===== src/rtl/sunsoft_bank_irq_gen_if.sv =====
// Bus bundle between the CPU/PPU address decode and the Sunsoft-3-class
// mapper core: CPU write port, PPU address, and the bank/CIRAM/IRQ results.
interface sunsoft_bank_irq_gen_if #(
    parameter int PRG_BW = 4,
    parameter int CHR_BW = 8
);
    logic [15:0]       cpu_addr;
    logic [7:0]        cpu_data;
    logic              cpu_rw;
    logic [13:0]       ppu_addr;
    logic [PRG_BW-1:0] prg_bank;
    logic [CHR_BW-1:0] chr_bank;
    logic              ciram_a10;
    logic              ciram_ce;
    logic              irq;

    // Bus decode side: drives addresses/data, consumes mapping results.
    modport master (
        output cpu_addr, cpu_data, cpu_rw, ppu_addr,
        input  prg_bank, chr_bank, ciram_a10, ciram_ce, irq
    );

    // Mapper core side.
    modport slave (
        input  cpu_addr, cpu_data, cpu_rw, ppu_addr,
        output prg_bank, chr_bank, ciram_a10, ciram_ce, irq
    );
endinterface


===== src/rtl/sunsoft_bank_irq_gen.sv =====
// Sunsoft-3-class mapper core: switchable 16 KB PRG window with a fixed
// last bank, 4x2 KB or 8x1 KB CHR slots, four-mode mirroring and a
// CPU-cycle down-counter IRQ with optional auto-reload. All state is
// clocked on the falling edge of M2.
module sunsoft_bank_irq_gen #(
    parameter int PRG_BW     = 4,
    parameter int CHR_BW     = 8,
    parameter int CHR_SLOTS  = 4,
    parameter int IRQ_W      = 16,
    parameter int IRQ_RELOAD = 0
) (
    input  logic                     m2,
    input  logic                     map_rst,
    sunsoft_bank_irq_gen_if.slave    bus
);

    localparam int   CHR_IW    = (CHR_SLOTS == 8) ? 3 : 2;
    localparam logic RELOAD_EN = (IRQ_RELOAD != 0);

    // Reject parameter combinations the register map cannot express.
    generate
        if (!(CHR_SLOTS == 4 || CHR_SLOTS == 8)) begin : g_bad_slots
            $error("CHR_SLOTS must be 4 or 8");
        end
        if (IRQ_W < 9 || IRQ_W > 24) begin : g_bad_irq_w
            $error("IRQ_W must be in 9..24");
        end
        if (PRG_BW < 1 || PRG_BW > 8) begin : g_bad_prg_bw
            $error("PRG_BW must be in 1..8");
        end
    endgenerate

    // ------------------------------------------------------------------
    // Register state
    // ------------------------------------------------------------------
    logic [CHR_BW-1:0] chr_reg [CHR_SLOTS];
    logic [PRG_BW-1:0] prg_reg,       prg_next;
    logic [1:0]        mir_reg,       mir_next;
    logic [IRQ_W-1:0]  irq_ctr_reg,   irq_ctr_next;
    logic [IRQ_W-1:0]  irq_latch_reg;
    logic              irq_on_reg,    irq_on_next;
    logic              irq_rld_reg,   irq_rld_next;
    logic              irq_pend_reg,  irq_pend_next;

    // ------------------------------------------------------------------
    // Write decode
    // ------------------------------------------------------------------
    logic              wr_en;
    logic              shift_wr;
    logic              ctrl_wr;
    logic              mir_wr;
    logic              prg_wr;
    logic              chr_wr;
    logic [CHR_IW-1:0] chr_wr_idx;
    logic [CHR_IW-1:0] chr_rd_idx;
    logic [CHR_BW-1:0] chr_wdata;
    logic [CHR_BW+7:0] chr_wdata_ext;
    logic [CHR_SLOTS-1:0] chr_we;
    logic              unused_bits;

    assign wr_en    = bus.cpu_addr[15] & ~bus.cpu_rw;
    assign chr_wr   = wr_en & ~bus.cpu_addr[14];
    assign shift_wr = wr_en & (bus.cpu_addr[14:12] == 3'd4);
    assign ctrl_wr  = wr_en & (bus.cpu_addr[14:12] == 3'd5);
    assign mir_wr   = wr_en & (bus.cpu_addr[14:12] == 3'd6);
    assign prg_wr   = wr_en & (bus.cpu_addr[14:12] == 3'd7);

    // Zero-extend (or truncate) the data byte to the CHR register width.
    assign chr_wdata_ext = {{CHR_BW{1'b0}}, bus.cpu_data};
    assign chr_wdata     = chr_wdata_ext[CHR_BW-1:0];

    // Slot index decode differs between 2 KB and 1 KB slot layouts.
    generate
        if (CHR_SLOTS == 8) begin : g_idx8
            assign chr_wr_idx = bus.cpu_addr[13:11];
            assign chr_rd_idx = bus.ppu_addr[12:10];
        end else begin : g_idx4
            assign chr_wr_idx = bus.cpu_addr[13:12];
            assign chr_rd_idx = bus.ppu_addr[12:11];
        end
    endgenerate

    // Address bits below the decode boundary carry no meaning here.
    assign unused_bits = ^{bus.cpu_addr[11:0], bus.ppu_addr[9:0]};

    // ------------------------------------------------------------------
    // CHR slot registers, one per slot
    // ------------------------------------------------------------------
    generate
        for (genvar gi = 0; gi < CHR_SLOTS; gi++) begin : g_chr
            assign chr_we[gi] = chr_wr & (chr_wr_idx == CHR_IW'(gi));

            // Slot register: cleared by reset, loaded by its CPU write.
            always_ff @(negedge m2) begin
                if (map_rst) begin
                    chr_reg[gi] <= '0;
                end else if (chr_we[gi]) begin
                    chr_reg[gi] <= chr_wdata;
                end
            end
        end
    endgenerate

    // ------------------------------------------------------------------
    // IRQ reload latch: only exists when auto-reload is built in
    // ------------------------------------------------------------------
    generate
        if (IRQ_RELOAD != 0) begin : g_latch
            // Latch shifts in parallel with the counter on $C000 writes.
            always_ff @(negedge m2) begin
                if (map_rst) begin
                    irq_latch_reg <= '0;
                end else if (shift_wr) begin
                    irq_latch_reg <= {irq_latch_reg[IRQ_W-9:0], bus.cpu_data};
                end
            end
        end else begin : g_no_latch
            assign irq_latch_reg = '0;
        end
    endgenerate

    // ------------------------------------------------------------------
    // Next-state: countdown first, then CPU writes override it
    // ------------------------------------------------------------------
    // Countdown and register writes; a write to the same field wins.
    always_comb begin
        prg_next      = prg_reg;
        mir_next      = mir_reg;
        irq_ctr_next  = irq_ctr_reg;
        irq_on_next   = irq_on_reg;
        irq_rld_next  = irq_rld_reg;
        irq_pend_next = irq_pend_reg;

        if (irq_on_reg) begin
            if (irq_ctr_reg != '0) begin
                irq_ctr_next = irq_ctr_reg - 1'b1;
            end else begin
                irq_pend_next = 1'b1;
                if (irq_rld_reg) begin
                    irq_ctr_next = irq_latch_reg;
                end else begin
                    irq_ctr_next = '1;
                    irq_on_next  = 1'b0;
                end
            end
        end

        if (shift_wr) begin
            irq_ctr_next = {irq_ctr_reg[IRQ_W-9:0], bus.cpu_data};
        end
        if (ctrl_wr) begin
            irq_on_next   = bus.cpu_data[4];
            irq_rld_next  = bus.cpu_data[5] & RELOAD_EN;
            irq_pend_next = 1'b0;
        end
        if (mir_wr) begin
            mir_next = bus.cpu_data[1:0];
        end
        if (prg_wr) begin
            prg_next = bus.cpu_data[PRG_BW-1:0];
        end
    end

    // Register update; reset dominates everything on the same edge.
    always_ff @(negedge m2) begin
        if (map_rst) begin
            prg_reg      <= '0;
            mir_reg      <= '0;
            irq_ctr_reg  <= '0;
            irq_on_reg   <= 1'b0;
            irq_rld_reg  <= 1'b0;
            irq_pend_reg <= 1'b0;
        end else begin
            prg_reg      <= prg_next;
            mir_reg      <= mir_next;
            irq_ctr_reg  <= irq_ctr_next;
            irq_on_reg   <= irq_on_next;
            irq_rld_reg  <= irq_rld_next;
            irq_pend_reg <= irq_pend_next;
        end
    end

    // ------------------------------------------------------------------
    // Combinational outputs
    // ------------------------------------------------------------------
    logic ciram_a10_w;

    // Nametable A10 selection by mirroring mode.
    always_comb begin
        ciram_a10_w = bus.ppu_addr[10];
        case (mir_reg)
            2'd0:    ciram_a10_w = bus.ppu_addr[10];
            2'd1:    ciram_a10_w = bus.ppu_addr[11];
            2'd2:    ciram_a10_w = 1'b0;
            default: ciram_a10_w = 1'b1;
        endcase
    end

    assign bus.prg_bank  = bus.cpu_addr[14] ? {PRG_BW{1'b1}} : prg_reg;
    assign bus.chr_bank  = chr_reg[chr_rd_idx];
    assign bus.ciram_a10 = ciram_a10_w;
    assign bus.ciram_ce  = ~bus.ppu_addr[13];
    assign bus.irq       = irq_pend_reg;

endmodule


===== src/flat_wrapper.sv =====
// flat-port wrapper written by rule: the top's interface ports become plain ports
module sunsoft_bank_irq_gen_flat 
#(
    parameter int PRG_BW     = 4,
    parameter int CHR_BW     = 8,
    parameter int CHR_SLOTS  = 4,
    parameter int IRQ_W      = 16,
    parameter int IRQ_RELOAD = 0
)
  (m2, map_rst, bus_cpu_addr, bus_cpu_data, bus_cpu_rw, bus_ppu_addr, bus_prg_bank, bus_chr_bank, bus_ciram_a10, bus_ciram_ce, bus_irq);
  sunsoft_bank_irq_gen_if #(.PRG_BW(PRG_BW), .CHR_BW(CHR_BW)) bus_i ();
  input  logic m2;
  input  logic map_rst;
  input wire logic [$bits(bus_i.cpu_addr)-1:0] bus_cpu_addr;
  input wire logic [$bits(bus_i.cpu_data)-1:0] bus_cpu_data;
  input wire logic [$bits(bus_i.cpu_rw)-1:0] bus_cpu_rw;
  input wire logic [$bits(bus_i.ppu_addr)-1:0] bus_ppu_addr;
  output wire logic [$bits(bus_i.prg_bank)-1:0] bus_prg_bank;
  output wire logic [$bits(bus_i.chr_bank)-1:0] bus_chr_bank;
  output wire logic [$bits(bus_i.ciram_a10)-1:0] bus_ciram_a10;
  output wire logic [$bits(bus_i.ciram_ce)-1:0] bus_ciram_ce;
  output wire logic [$bits(bus_i.irq)-1:0] bus_irq;
  assign bus_i.cpu_addr = bus_cpu_addr;
  assign bus_i.cpu_data = bus_cpu_data;
  assign bus_i.cpu_rw = bus_cpu_rw;
  assign bus_i.ppu_addr = bus_ppu_addr;
  assign bus_prg_bank = bus_i.prg_bank;
  assign bus_chr_bank = bus_i.chr_bank;
  assign bus_ciram_a10 = bus_i.ciram_a10;
  assign bus_ciram_ce = bus_i.ciram_ce;
  assign bus_irq = bus_i.irq;
  sunsoft_bank_irq_gen #(.PRG_BW(PRG_BW), .CHR_BW(CHR_BW), .CHR_SLOTS(CHR_SLOTS), .IRQ_W(IRQ_W), .IRQ_RELOAD(IRQ_RELOAD)) u_core (.m2(m2), .map_rst(map_rst), .bus(bus_i));
endmodule

===== config.mk =====
export PLATFORM = sky130hd
export DESIGN_NAME = sunsoft_bank_irq_gen_flat
export DESIGN_NICKNAME = d
export VERILOG_FILES = /design/src/rtl/sunsoft_bank_irq_gen_if.sv /design/src/rtl/sunsoft_bank_irq_gen.sv /design/src/flat_wrapper.sv
export SDC_FILE = /design/constraint.sdc
export NUM_CORES = 1
export LEC_CHECK = 0
export CAP_MARGIN = 20
export CORE_MARGIN = 1
export CORE_UTILIZATION = 50
export DETAILED_ROUTE_END_ITERATION = 10
export PLACE_DENSITY = 0.74
export SYNTH_ARGS = -nofsm -noshare
export SYNTH_HDL_FRONTEND = slang
export SYNTH_SLANG_ARGS = --single-unit

===== constraint.sdc =====
create_clock -name m2 -period 2.3 [get_ports m2]
set_input_delay 0.23 -clock m2 [delete_from_list [all_inputs] [get_ports m2]]
set_output_delay 0.23 -clock m2 [all_outputs]
set_load 0.05 [all_outputs]

==> flow_metrics.env, run 1 <==
export IMPL_cts_sinks=56
export IMPL_yosysTopAreaCell="edfxtp_1"
export IMPL_core_rowCount=27
export IMPL_synthToLayoutAreaGrowth_pct=44.5
export IMPL_antenna_left=0
export IMPL_clockBufferDepth=2
export IMPL_yosys_top_cells_area="edfxtp_1 (33%), dfxtp_1 (17%), and2_1 (7.8%), mux4_2 (6.3%), nor2_1 (3.1%)"
export IMPL_p_sw_share_pct=33.5
export IMPL_drt_first_pass_iters=4
export IMPL_grt_pass1_wl_mm=12.3
export IMPL_min_from="u_core.prg_reg[1]"
export IMPL_holdWs_ns=0.484
export IMPL_nFillCells=392
export IMPL_crit_chain="mux4_2 > buf_6"
export IMPL_yosys_top_cells_count="and2_1 (36), edfxtp_1 (32), dfxtp_1 (24), nor2_1 (24), nand2_1 (15)"
export IMPL_cts_root_buffer_cell="clkbuf_8"
export IMPL_largest_register_ffs=32
export IMPL_critPathLaunchType="register"
export IMPL_drive_gt1_share_pct=30.0
export IMPL_multi_input_area_um2=1530
export IMPL_async_reset_ff_share_pct=0
export IMPL_fp_coreArea_um2=5540
export IMPL_syn_num_nets=311
export IMPL_p_per_area_nw_per_um2=641
export IMPL_power_switching_w=0.000891
export IMPL_initial_core_util_pct=51.9
export IMPL_antenna_cells=0
export IMPL_seqPwrFrac_pct=42.3
export IMPL_rsz0062_at_grt="yes"
export IMPL_place_inst=394
export IMPL_grt_overflow=0
export IMPL_cp_end_kind="output port"
export IMPL_clkTransAtPathRegs_ns=0.06
export IMPL_fin_cells=465
export IMPL_cts_buffers_inserted=5
export IMPL_regToRegStartpoint="u_core.irq_ctr_reg[1]"
export IMPL_pwr_share_clk_pct=40.4
export IMPL_synthCells=268
export IMPL_grt_pass1_vias=2709
export IMPL_die_h_um=77.8
export IMPL_worstHoldPathCells=2
export IMPL_routed_via_count=2561
export IMPL_drt_initial_drc_count=138
export IMPL_synth_warnings=0
export IMPL_violations="setup timing"
export IMPL_synth_edf_count=32
export IMPL_r2r_setup_slack_ns=0.19
export IMPL_internal_power_w=0.00177
export IMPL_reg2reg_depth=6
export IMPL_synth_distinct_cells=48
export IMPL_yosys_most_used_dff="edfxtp_1"
export IMPL_grt_max_degree=24
export IMPL_dp_hpwl_mm=4.98
export IMPL_dp_slack_ns=-0.700
export IMPL_cts_tree="yes"
export IMPL_max_stage_delay_ns=0.48
export IMPL_worstSetupPathType="reg2out"
export IMPL_syn_area_um2=2880
export IMPL_layout_nets=435
export IMPL_place_congestion=0.798
export IMPL_fin_worst_skew_ns=0.0172
export IMPL_yosysTopAreaCellShare_pct=33.4
export IMPL_htreeDepth=2
export IMPL_arrival_ns=2.58
export IMPL_cap_viol_max_count=0
export IMPL_yosysSeqAreaShare_pct=50.1
export IMPL_antenna_found_initial=0
export IMPL_slew_violations=0
export IMPL_slowest_stage="mux4_2"
export IMPL_wire_per_inst_um=16.2
export IMPL_hold_end="u_core.prg_reg[1]"
export IMPL_dieArea_um2=6060
export IMPL_cp_required_ns=2.07
export IMPL_r2r_end="u_core.irq_ctr_reg[15]"
export IMPL_drt_wl_total_mm=7.52
export IMPL_ys_seq_elements=56
export IMPL_setup_viol=13
export IMPL_die_x_um=77.8
export IMPL_setup_ws_ns=-0.515
export IMPL_path_max_fanout=1
export IMPL_hold_viol_final=0
export IMPL_portBuffers=33
export IMPL_clock_latency_ns=0.39
export IMPL_slew_headroom_pct=55.3
export IMPL_seqCellArea_um2=1450
export IMPL_pin_count=56
export IMPL_yosysMostFrequentCell="and2_1"
export IMPL_final_util_pct=75.0
export IMPL_grt_use_total_pct=26.5
export IMPL_p_leak_nw=1.83
export IMPL_syn_area_per_cell_um2=10.7
export IMPL_hold_class="reg2reg"
export IMPL_run_status="finished with violations"
export IMPL_power_total_w=0.00266
export IMPL_irDropWorstVdd_mv=0.309
export IMPL_tightest_slew_ns=0.670
export IMPL_combPwrFrac_pct=17.2
export IMPL_cts_hold_fix_buffers=0
export IMPL_avgViaCountPerCell=5.51
export IMPL_drc=0
-- timing repair --
item                                    4_1_cts  5_1_grt
gates cloned                                  0        1
resized for setup                            51       19
pin swaps                                    12       11
endpoints found under the setup margin      100       61
buffers inserted                              5        3
-- routing by layer --
layer	wire, um	track usage (%)
met5	0	0
met4	77	10.9
met3	366	7.88
met2	3990	46.6
met1	3090	29.6
-- layout by cell type (no fill, tap or decap), drive strengths merged, types with 3 or more instances in the layout --
master,count
edfxtp,32
a21oi,9
nor2,24
clkdlybuf4s50,13
nor3,10
dfxtp,24
a21o,3
nand4b,3
nand2b,3
nor4,4
nand4,5
a31o,3
a221oi,3
nor3b,3
o21ai,12
clkbuf,7
mux4,8
mux2i,7
buf,57
or2,4
xor2,4
nand2,16
and2,36
a311oi,3
inv,66
-- worst max-delay path: cells and delay by family (launching register included) --
kind / cells / cell delay, ns
muxes: 1 / 0.48
buffers and inverters: 1 / 0.17
DFF: 1 / 0.39
-- layout make-up --
| type | instances | share of cell area, % |
|---|---|---|
| clock buffers | 5 | 1.66 |
| clock inverters | 59 | 6.27 |
| inverters | 8 | 0.723 |
| multi-input cells | 191 | 36.9 |
| flip-flops and latches | 56 | 34.9 |
| well taps | 72 | 2.17 |
| repair buffers | 74 | 17.4 |
-- power by group through the flow --
stage	Clock (W)	Sequential (W)	Combinational [W]
final	0.00108	0.00113	0.000459
after global placement	0.000149	0.00114	0.000403
after CTS	0.00111	0.00113	0.000447
after detailed placement	0.000149	0.00114	0.000409
after floorplan	0.000149	0.00113	0.000258
after global routing	0.00119	0.00113	0.000488
-- cells by family after synthesis --
group | count (synthesis) | share of synthesized area (%)
AND/OR/NAND/NOR | 118 | 23.8
flip-flops | 56 | 50.1
AO/OA/AOI/OAI | 51 | 12.3
buffers and inverters | 22 | 3.00
multiplexers | 15 | 8.70
XOR/XNOR | 4 | 1.22
adder cells (fa/ha/maj) | 2 | 0.870
-- stage by stage --
| step | TNS [ns] | cell area [um2] |
|---|---|---|
| after floorplan | -1.12 | 2960 |
| after global placement | -51.76 | 3560 |
| after detailed placement | -55.87 | 3560 |
| after CTS | -4.70 | 4090 |
| after global routing | -5.15 | 4150 |
| final | -4.63 | 4150 |
-- how the worst max path moves through the flow --
| stage | start | to |
|---|---|---|
| CTS | u_core.chr_reg[2][5] | bus_chr_bank[5] |
| detailed placement | bus_cpu_addr[14] | u_core.irq_ctr_reg[14] |
| global route | u_core.chr_reg[2][5] | bus_chr_bank[5] |
| global placement | bus_cpu_addr[14] | u_core.chr_reg[1][6] |
| finish | u_core.chr_reg[2][1] | bus_chr_bank[1] |
| floorplan | bus_cpu_rw | u_core.irq_ctr_reg[14] |
(Power assumes the default switching activity.)
==> run 2: changes to the inputs <==
--- a/config.mk
+++ b/config.mk
@@ -8,8 +8,9 @@
 export CAP_MARGIN = 20
 export CORE_MARGIN = 1
 export CORE_UTILIZATION = 50
+export CTS_CLUSTER_DIAMETER = 200
 export DETAILED_ROUTE_END_ITERATION = 10
-export PLACE_DENSITY = 0.74
+export PLACE_DENSITY = 0.86
 export SYNTH_ARGS = -nofsm -noshare
 export SYNTH_HDL_FRONTEND = slang
 export SYNTH_SLANG_ARGS = --single-unit
==> run 2 against run 1 <==
  * The flow still finishes with violations (setup timing)
  * Worst hold slack better by 0.0026 ns
  * Combinational power is 2% higher
  * Register-to-register slack worse by 0.04 ns
  * Wire length rose by 2.4%
  * Sequential power is essentially flat
  * Final cell count is 1.3% lower
  * Non-clock buffer count shrank 4
  * Critical path depth is the same
  * Critical endpoint is now bus_chr_bank[6]
  * Largest cell class unchanged
  * Largest power group unchanged
  * Highest routed layer unchanged
==> flow_metrics.env, run 2 (synthesis gave the netlist of run 1 again) <==
export IMPL_run_status="finished with violations"
export IMPL_violations="setup timing"
export IMPL_die_h_um=77.8
export IMPL_htreeDepth=2
export IMPL_dp_slack_ns=-0.723
export IMPL_clock_latency_ns=0.39
export IMPL_layout_nets=430
export IMPL_slew_headroom_pct=65.4
export IMPL_cts_sinks=56
export IMPL_antenna_found_initial=0
export IMPL_setup_ws_ns=-0.517
export IMPL_seqCellArea_um2=1450
export IMPL_drt_wl_total_mm=7.71
export IMPL_clkTransAtPathRegs_ns=0.05
export IMPL_die_x_um=77.8
export IMPL_drive_gt1_share_pct=28.9
export IMPL_antenna_cells=0
export IMPL_cts_root_buffer_cell="clkbuf_8"
export IMPL_reg2reg_depth=7
export IMPL_portBuffers=33
export IMPL_antenna_left=0
export IMPL_final_setup_tns_ns=-4.61
export IMPL_multi_input_area_um2=1520
export IMPL_clockBufferDepth=2
export IMPL_fin_cells=459
export IMPL_hold_viol_final=0
export IMPL_dieArea_um2=6060
export IMPL_rsz0062_at_grt="yes"
export IMPL_synthToLayoutAreaGrowth_pct=41.4
export IMPL_grt_overflow=0
export IMPL_grt_use_total_pct=25.8
export IMPL_r2r_setup_slack_ns=0.15
export IMPL_setup_viol=14
export IMPL_largest_register_ffs=32
export IMPL_regToRegStartpoint="u_core.irq_ctr_reg[1]"
export IMPL_drc=0
export IMPL_path_max_fanout=1
export IMPL_initial_core_util_pct=51.9
export IMPL_arrival_ns=2.59
export IMPL_fin_worst_skew_ns=0.0164
export IMPL_irDropWorstVdd_mv=0.394
export IMPL_hold_class="reg2reg"
export IMPL_place_inst=394
export IMPL_cts_hold_fix_buffers=0
export IMPL_worstSetupPathType="reg2out"
export IMPL_dp_hpwl_mm=4.95
export IMPL_grt_pass1_wl_mm=12.0
export IMPL_r2r_end="u_core.irq_ctr_reg[3]"
export IMPL_cts_buffers_inserted=5
export IMPL_cp_end_kind="output port"
export IMPL_layout_common_cells="inv_1 (64), and2_1 (35), edfxtp_1 (32)"
export IMPL_hold_end="u_core.prg_reg[1]"
export IMPL_min_from="u_core.prg_reg[1]"
export IMPL_grt_pass1_vias=2626
export IMPL_cap_viol_max_count=0
export IMPL_drt_initial_drc_count=204
export IMPL_place_congestion=0.924
export IMPL_routed_via_count=2604
export IMPL_slew_violations=0
export IMPL_avgViaCountPerCell=5.67
export IMPL_grt_max_degree=24
export IMPL_fp_coreArea_um2=5540
export IMPL_pin_count=56
export IMPL_nFillCells=366
export IMPL_p_per_area_nw_per_um2=627
export IMPL_critPathLaunchType="register"
export IMPL_core_rowCount=27
export IMPL_worstHoldPathCells=2
export IMPL_cp_required_ns=2.07
export IMPL_wire_per_inst_um=16.8
export IMPL_tightest_slew_ns=0.518
export IMPL_drt_first_pass_iters=4
export IMPL_p_leak_nw=1.79
export IMPL_cts_tree="yes"
export IMPL_layout_commonest_cell="inv_1"
[run 2: layout make-up]
class,count,area share (%)
Clock buffer,5,1.69
Sequential cell,56,35.7
Timing Repair Buffer,70,16.9
Clock inverter,58,5.48
Inverter,8,0.738
Tap cell,72,2.22
Multi-Input combinational cell,190,37.3
[run 2: worst max path at each step]
stage / cells after the start / end / slack [ns] / start
CTS: 2 / bus_chr_bank[6] / -0.52 / u_core.chr_reg[2][6]
global placement: 5 / u_core.chr_reg[3][5] / -0.64 / bus_cpu_addr[14]
floorplan: 4 / u_core.irq_ctr_reg[14] / -0.14 / bus_cpu_rw
detailed placement: 7 / u_core.chr_reg[0][2] / -0.72 / bus_cpu_addr[14]
global route: 2 / bus_chr_bank[6] / -0.55 / u_core.chr_reg[2][6]
finish: 2 / bus_chr_bank[6] / -0.52 / u_core.chr_reg[2][6]
[run 2: timing repair]
action / CTS / global route
pin swaps: 8 / 10
gates resized for setup: 42 / 29
setup buffers: 0 / 4
setup endpoints to repair: 101 / 61
endpoints found under the hold margin: 0 / 0
[run 2: metrics by stage]
| stage | cell area (um2) | power (W) | hold WS, ns | utilization (%) |
|---|---|---|---|---|
| after global routing | 4070 | 0.00271 | 0.530 | 73.4 |
| after floorplan | 2960 | 0.00154 | 0.452 | - |
| after global placement | 3570 | 0.00170 | 0.465 | 64.5 |
| after CTS | 3940 | 0.00253 | 0.484 | 71.2 |
| final | 4070 | 0.00255 | 0.487 | 73.4 |
| after detailed placement | 3570 | 0.00171 | 0.480 | 64.5 |
[run 2: metal layers]
layer  vias to the layer above  routed length, um  track usage [%]
met5                         -                  0                0
met4                         0                147             12.3
met3                        20                399             6.82
met2                       102               4020             43.9
met1                      1248               3140             30.0
li1                       1234                  -                -
[run 2: power breakdown]
part           total [W]  internal, W  switching (W)
Sequential       0.00113      0.00111      0.0000227
Clock           0.000952     0.000338       0.000613
Combinational   0.000468     0.000210       0.000258
[run 2: critical path, stage by stage, from the launching register on]
cell and delay, ns:
edfxtp_1 0.39, mux4_2 0.49, buf_6 0.17
==> run 3: changes to the inputs <==
--- a/config.mk
+++ b/config.mk
@@ -8,7 +8,6 @@
 export CAP_MARGIN = 20
 export CORE_MARGIN = 1
 export CORE_UTILIZATION = 50
-export CTS_CLUSTER_DIAMETER = 200
 export DETAILED_ROUTE_END_ITERATION = 10
 export PLACE_DENSITY = 0.86
 export SYNTH_ARGS = -nofsm -noshare
==> results of run 3 <==
Final layout, timing and power as in run 2 (identical DEF).
